File: config.mk
export PLATFORM = sky130hd
export DESIGN_NAME = fetch_stage_flat
export DESIGN_NICKNAME = d
export VERILOG_FILES = /design/src/rtl/fetch_stage_pkg.sv /design/src/rtl/fetch_stage_if.sv /design/src/rtl/fetch_stage_if_id_reg.sv /design/src/rtl/fetch_stage.sv /design/src/flat_wrapper.sv
export SDC_FILE = /design/constraint.sdc
export NUM_CORES = 1
export LEC_CHECK = 0
export CORE_ASPECT_RATIO = 1.4
export CORE_MARGIN = 8
export CORE_UTILIZATION = 51
export CTS_BUF_LIST = sky130_fd_sc_hd__clkbuf_16
export DETAILED_ROUTE_END_ITERATION = 10
export PLACE_DENSITY = 0.91
export SLEW_MARGIN = 30
export SYNTH_ARGS = -nofsm -noshare
export SYNTH_HDL_FRONTEND = slang
export SYNTH_SLANG_ARGS = --single-unit
File: constraint.sdc
create_clock -name clock -period 5.16 [get_ports clock]
set_input_delay 0.516 -clock clock [delete_from_list [all_inputs] [get_ports clock]]
set_output_delay 0.516 -clock clock [all_outputs]
set_load 0.05 [all_outputs]
File: src/rtl/fetch_stage_pkg.sv
// Constants for the fetch stage that are shared with decode and the hazard unit.
// This covers the NOP encoding, the default reset PC, opcodes and an alignment helper.
package fetch_stage_pkg;

    localparam logic [31:0] NOP              = 32'h0000_0000;
    localparam logic [31:0] RESET_PC_DEFAULT = 32'h0000_0000;

    // Control-transfer opcodes; these are resolved downstream and arrive here as redirects.
    localparam logic [6:0] OPC_BRANCH = 7'b1100011;
    localparam logic [6:0] OPC_JAL    = 7'b1101111;
    localparam logic [6:0] OPC_JALR   = 7'b1100111;

    function automatic logic is_misaligned(input logic [1:0] low_bits);
        return low_bits != 2'b00;
    endfunction

endpackage

File: src/rtl/fetch_stage_if.sv
// Fetch-stage bus. It carries the instruction-memory port, the hazard/redirect
// inputs and the IF/ID outputs. The master side is the fetch stage.
interface fetch_stage_if #(
    parameter int ADDR_W = 32
);
    logic [ADDR_W-1:0] imem_addr;
    logic [31:0]       imem_rdata;
    logic              stall;
    logic              redirect;
    logic [ADDR_W-1:0] redirect_pc;
    logic [31:0]       if_id_instr;
    logic [ADDR_W-1:0] if_id_pc4;
    logic              if_id_valid;

    modport master (
        output imem_addr,
        input  imem_rdata,
        input  stall,
        input  redirect,
        input  redirect_pc,
        output if_id_instr,
        output if_id_pc4,
        output if_id_valid
    );

    modport slave (
        input  imem_addr,
        output imem_rdata,
        output stall,
        output redirect,
        output redirect_pc,
        input  if_id_instr,
        input  if_id_pc4,
        input  if_id_valid
    );
endinterface

File: src/rtl/fetch_stage_if_id_reg.sv
// IF/ID pipeline register. A bubble insert takes priority over a load, and a load
// enable of 0 holds all fields. The register clears asynchronously to a bubble.
module if_id_reg
    import fetch_stage_pkg::*;
#(
    parameter int ADDR_W = 32
) (
    input  logic              clock,
    input  logic              reset,
    input  logic              load,
    input  logic              bubble,
    input  logic [31:0]       instr_d,
    input  logic [ADDR_W-1:0] pc4_d,
    output logic [31:0]       instr,
    output logic [ADDR_W-1:0] pc4,
    output logic              valid
);

    always_ff @(posedge clock or negedge reset) begin
        if (!reset) begin
            instr <= NOP;
            pc4   <= '0;
            valid <= 1'b0;
        end else if (bubble) begin
            instr <= NOP;
            pc4   <= '0;
            valid <= 1'b0;
        end else if (load) begin
            instr <= instr_d;
            pc4   <= pc4_d;
            valid <= 1'b1;
        end
    end

endmodule

File: src/rtl/fetch_stage.sv
// Instruction-fetch stage. It owns the PC, addresses instruction memory and loads IF/ID.
// The priority order is redirect, then stall, then normal fetch. Perf counters saturate.
module fetch_stage
    import fetch_stage_pkg::*;
#(
    parameter int                ADDR_W   = 32,
    parameter int                CNT_W    = 16,
    parameter logic [ADDR_W-1:0] RESET_PC = ADDR_W'(RESET_PC_DEFAULT)
) (
    input  logic              clock,
    input  logic              reset,
    fetch_stage_if.master     bus,
    output logic              misalign_err,
    output logic [CNT_W-1:0]  fetch_cnt,
    output logic [CNT_W-1:0]  bubble_cnt
);

    logic [ADDR_W-1:0] pc_reg;
    logic [ADDR_W-1:0] pc_next;
    logic [ADDR_W-1:0] pc_plus4;
    logic [ADDR_W-1:0] redirect_target;
    logic              fetch_en;

    assign pc_plus4        = pc_reg + ADDR_W'(4);
    assign redirect_target = {bus.redirect_pc[ADDR_W-1:2], 2'b00};
    assign fetch_en        = !bus.redirect && !bus.stall;
    assign bus.imem_addr   = {pc_reg[ADDR_W-1:2], 2'b00};

    // redirect_pc is only looked at under redirect, so an X there cannot leak into pc
    always_comb begin
        pc_next = pc_reg;
        if (bus.redirect) begin
            pc_next = redirect_target;
        end else if (!bus.stall) begin
            pc_next = pc_plus4;
        end
    end

    always_ff @(posedge clock or negedge reset) begin
        if (!reset) begin
            pc_reg       <= RESET_PC;
            misalign_err <= 1'b0;
            fetch_cnt    <= '0;
            bubble_cnt   <= '0;
        end else begin
            pc_reg <= pc_next;
            if (bus.redirect && is_misaligned(bus.redirect_pc[1:0])) begin
                misalign_err <= 1'b1;
            end
            if (fetch_en && (fetch_cnt != {CNT_W{1'b1}})) begin
                fetch_cnt <= fetch_cnt + 1'b1;
            end
            if (bus.redirect && (bubble_cnt != {CNT_W{1'b1}})) begin
                bubble_cnt <= bubble_cnt + 1'b1;
            end
        end
    end

    // The wrong-path instruction is squashed by the bubble even when stall is also high
    if_id_reg #(
        .ADDR_W (ADDR_W)
    ) u_if_id_reg (
        .clock   (clock),
        .reset   (reset),
        .load    (!bus.stall),
        .bubble  (bus.redirect),
        .instr_d (bus.imem_rdata),
        .pc4_d   (pc_plus4),
        .instr   (bus.if_id_instr),
        .pc4     (bus.if_id_pc4),
        .valid   (bus.if_id_valid)
    );

endmodule

File: src/flat_wrapper.sv
// flat-port wrapper written by rule: the top's interface ports become plain ports
module fetch_stage_flat import fetch_stage_pkg::*;
#(
    parameter int                ADDR_W   = 32,
    parameter int                CNT_W    = 16,
    parameter logic [ADDR_W-1:0] RESET_PC = ADDR_W'(RESET_PC_DEFAULT)
)
  (clock, reset, misalign_err, fetch_cnt, bubble_cnt, bus_imem_addr, bus_imem_rdata, bus_stall, bus_redirect, bus_redirect_pc, bus_if_id_instr, bus_if_id_pc4, bus_if_id_valid);
  fetch_stage_if #(.ADDR_W(ADDR_W)) bus_i ();
  input  logic clock;
  input  logic reset;
  output logic misalign_err;
  output logic [CNT_W-1:0] fetch_cnt;
  output logic [CNT_W-1:0] bubble_cnt;
  output wire logic [$bits(bus_i.imem_addr)-1:0] bus_imem_addr;
  input wire logic [$bits(bus_i.imem_rdata)-1:0] bus_imem_rdata;
  input wire logic [$bits(bus_i.stall)-1:0] bus_stall;
  input wire logic [$bits(bus_i.redirect)-1:0] bus_redirect;
  input wire logic [$bits(bus_i.redirect_pc)-1:0] bus_redirect_pc;
  output wire logic [$bits(bus_i.if_id_instr)-1:0] bus_if_id_instr;
  output wire logic [$bits(bus_i.if_id_pc4)-1:0] bus_if_id_pc4;
  output wire logic [$bits(bus_i.if_id_valid)-1:0] bus_if_id_valid;
  assign bus_imem_addr = bus_i.imem_addr;
  assign bus_i.imem_rdata = bus_imem_rdata;
  assign bus_i.stall = bus_stall;
  assign bus_i.redirect = bus_redirect;
  assign bus_i.redirect_pc = bus_redirect_pc;
  assign bus_if_id_instr = bus_i.if_id_instr;
  assign bus_if_id_pc4 = bus_i.if_id_pc4;
  assign bus_if_id_valid = bus_i.if_id_valid;
  fetch_stage #(.ADDR_W(ADDR_W), .CNT_W(CNT_W), .RESET_PC(RESET_PC)) u_core (.clock(clock), .reset(reset), .bus(bus_i), .misalign_err(misalign_err), .fetch_cnt(fetch_cnt), .bubble_cnt(bubble_cnt));
endmodule
* Word-level counts from Yosys, hierarchy flattened
Cells that the tools add are included.
Widths: inputs -> output; s select.
** Storage, ports and cells
- Register bits :: 130
- Input bits :: 68
- Output and inout port bits :: 130
- Word-level logic and storage cells :: 27
** Operators by class
- Add/subtract/negate cells :: 3
- Eq/ne operators :: 3
- Multiplexer cells :: 7
- Reduce and logical (&&, ||, !) cells :: 7
** Operators by type and width (number)
- $mux 32 :: 5
- $add 16x1->16 const B :: 2
- $add 32x3->32 const B :: 1
- $ne 16x16->1 const B :: 2
- $logic_and 1x1->1 :: 4
- $logic_not 1->1 :: 2
- $mux 1 :: 2
- $ne 2x1->1 const B :: 1
- $reduce_bool 2->1 :: 1

* Logic depth before layout (Yosys ltp)
- Depth in word-level cells :: 3
- Mapped depth :: 7
- Gate-level depth less buffers :: 5

* Modules after synthesis
From an unflattened synthesis, not the netlist that was laid out.
** Unflattened totals
- Cells, all modules :: 652
- Area, all modules :: 6608.8 µm²
** By module, submodules not included
- fetch_stage :: instances 1, cells each 443, area each 3971.3 µm², seq. area each 1576.5 µm²
- if_id_reg :: instances 1, cells each 209, area each 2637.5 µm², seq. area each 1626.6 µm²

* Least setup slack after synthesis
OpenSTA, ideal clock, no wires.
- Path kind :: reg-to-reg
- Start :: reg u_core.pc_reg[3]
- End :: reg u_core.pc_reg[24]
- Library setup time :: 0.082 ns
- Arrival time :: 2.336 ns
- Required time :: 5.078 ns
- Setup slack :: 2.742 ns
- Stages on the path, launching flop included :: 7
- Buffers on the path :: 1
- Period minus slack after synthesis :: 2.418 ns
- Path through :: dfrtp_1 > ha_1 > clkbuf_1 > nor2b_1 > nand4_1 > or4_1 > a31oi_1
** On the way
- Longest elaborated chain between the ends :: 3
** Ends and longest elaborated chain
- from (decl) :: line fetch_stage.sv:18 : logic [ADDR_W-1:0] pc_reg;
- from (signal assigned) :: line fetch_stage.sv:46 : pc_reg <= pc_next;
- $add 32x3->32 :: line fetch_stage.sv:24 : assign pc_plus4 = pc_reg + ADDR_W'(4);
- $mux 32 :: line fetch_stage.sv:34 : end else if (!bus.stall) begin
- $mux 32 :: line fetch_stage.sv:32 : if (bus.redirect) begin
No other way between the ends. The select of a mux whose other input is x is not followed.
A chain may end at the register's enable or synchronous reset.

* Final worst setup path
- Start :: reg u_core.pc_reg[4]
- End :: reg u_core.pc_reg[25]
Same word-level chain as after synthesis.

==> reports/qor.yml <==
drv_cap: 0
drt-total-wl_mm: 18.8
synth_area_per_cell_sq_um: 9.78
antenna_cells: 0
crit_fanout: 15
leakagePower_nw: 3.59
fin_crit_ns: 2.70
cts_buffers: 17
overflow: 0
startpoint: "u_core.pc_reg[4]"
gp_congestion: 0.849
drive_gt1_share_pct: 4.45
clock-sinks: 127
avgRoutedWirePerCell_um: 19.1
critPathMaxStageDelay_ns: 0.86
finalHoldViolations: 0
tightest_slew_ns: 0.851
fin_skew_ns: 0.0105
dr.first_iter.drc_count: 421
largest_reg_flops: 32
nNetsFinal: 892
core_area_sq_um: 12300
synth-edff-count: 0
die_area_sq_um: 16400
cts-root-buf: "clkbuf_16"
setup_violations: 0
synthToLayoutAreaGrowth_pct: 38.7
p_per_area_nw_per_um2: 375
crit_slowest_cell: "or4_1"
cts_tree: "built"
syn-cell-area_sq_um: 6400
htreeDepth: 4
post-cts-setup-buffer-count: 0
finalCritPeriodShare_pct: 52.3
antenna_found_initial: 0
crit_chain: "nand4_1 > or4_1 > or4_1 > a31oi_1"
hp-class: "input pin to async pin"
grt_pass1_vias: 6086
worstSetupStartpointType: "flip-flop"
die_w_um: 111
grt.total_usage_pct: 22.9
drc: 0
start_util_pct: 52.0
irDropWorstVdd_v: 0.000237
crit-reg2reg-launch: "u_core.pc_reg[4]"
viasPerCell: 6.04
vias: 5932
cp-end-kind: "flip-flop"
utilization_pct: 72.1
ant_nets: 0
yosysWarnings: 0
timing.fmax_mhz: 371
cts.repair.resized: 0
arrival_ns: 3.02
worstSetupPathType: "flip-flop to flip-flop"
dieHeight_um: 149
portBuffers: 195
synth_seq_area_share_pct: 49.7
cts_hold_buf: 0
cts.clk_slew.worst_paths_ns: 0.05
placed_cells: 952
hpwl_mm: 13.4
slew_violations: 0
fin_cells: 982
grt_max_degree: 107
cts_buffer_depth: 2
fin_tns_setup_ns: 0
io-pin-count: 198
max_slew_margin_pct: 43.3
ys_seq_elements: 127
cp_common_cell: "or4_1"
first_pass_iters: 5
netlist_instances: 654
critPathRequiredTime_ns: 5.48
yosys_most_used_dff: "dfrtp_1"
placementRows: 48
hold_ws_ns: 0.117
async_flop_share_pct: 100
rsz0062_at_grt: "no"
outcome: "finished, final reports clean"
insertion_delay_ns: 0.41
grt_pass1_wl_mm: 31.1
ys_types: 50
-- placed cells by master (no fill, tap or decap), drive strengths merged, types with 3 or more instances in the layout --
master	count
clkdlybuf4s50	192
dfrtp	127
nor2	81
nand2	45
mux2i	32
nand3	31
xnor2	29
nand4	28
o21ai	27
xor2	21
or4	21
o31ai	17
clkbuf	17
a31oi	16
nor4	15
nor3	12
a21oi	11
a211oi	10
inv	10
and4	9
a311oi	9
or3	8
and3	7
clkinv	7
buf	6
nor2b	3
mux2	3
nor4b	3
o211ai	3
ha	3
-- per-stage QoR --
step	area (sq um)	setup slack, ns	power (W)
after floorplan	6400	2.74	0.00185
after global placement	8330	1.70	0.00221
after detailed placement	8330	1.61	0.00224
after CTS	8870	2.02	0.00335
after global routing	8880	2.25	0.00347
final	8880	2.46	0.00333
-- synth_stat cells (3+ instances only) --
master,instances,share of area (%)
and3_1,7,0.68
a21oi_1,11,0.86
a311oi_1,9,1.2
nor4_1,15,1.5
and4_1,9,1.2
or4_1,20,2.3
o21ai_0,27,2.1
nor3_1,12,0.94
nor2_1,81,4.8
nand4_1,28,2.7
buf_2,10,0.78
dfrtp_1,127,50
nand2_1,45,2.6
o211ai_1,3,0.35
mux2i_1,32,5.0
o31ai_1,17,2.0
xnor2_1,29,4.0
inv_1,6,0.35
a211oi_1,10,1.2
nand3_1,30,2.3
ha_1,3,0.59
a31oi_1,16,1.6
xor2_1,21,2.9
nor2b_1,3,0.29
or3_1,8,0.78
mux2_2,3,0.53
nor4b_1,3,0.41
buf_4,4,0.47
clkbuf_1,35,2.1
-- report_power, final --
part | leakage [nW] | internal (W) | switching, W
clock network | 0.272 | 0.000688 | 0.000413
registers | 1.62 | 0.00110 | 0.000154
logic | 1.70 | 0.000339 | 0.000627
-- worst max-delay path: cells and delay by family (launching register included) --
family / cells / cell delay (ns)
simple gates: 3 / 1.88
flops: 1 / 0.55
compound gates: 1 / 0.18
-- kinds of logic after synthesis --
family	after synthesis	synth area share [%]
simple gates	273	22.2
flops	127	49.7
compound gates	107	11.2
buf+inv	58	3.83
xor+xnor	50	6.85
mux	35	5.53
fa+ha+maj	3	0.587
other cells	1	0.0586
-- routing by layer --
| layer | share of wire [%] | GRT usage [%] |
|---|---|---|
| met5 | 0 | 0 |
| met4 | 2.9 | 10.2 |
| met3 | 8.3 | 7.98 |
| met2 | 51 | 38.7 |
| met1 | 38 | 25.4 |
-- final cells by class --
type | count | area, sq um
fillers | 889 | 3440
flip-flops and latches | 127 | 3180
multi-input cells | 470 | 2980
repair buffers | 198 | 1970
clock buffers | 17 | 425
well taps | 150 | 188
clock inverters | 13 | 109
inverters | 7 | 26.3
-- worst paths after layout --
check | to | slack [ns] | depth (start not counted)
min in group clock | u_core.misalign_err | 0.48 | 1
max in group asynchronous | u_core.pc_reg[24] | 3.90 | 2
worst min-delay path | u_core.pc_reg[11] | 0.12 | 1
worst max register to register | u_core.pc_reg[25] | 2.46 | 4
worst min register to register | u_core.misalign_err | 0.48 | 1
worst max-delay path | u_core.pc_reg[25] | 2.46 | 4
(Power assumes the default switching activity.)
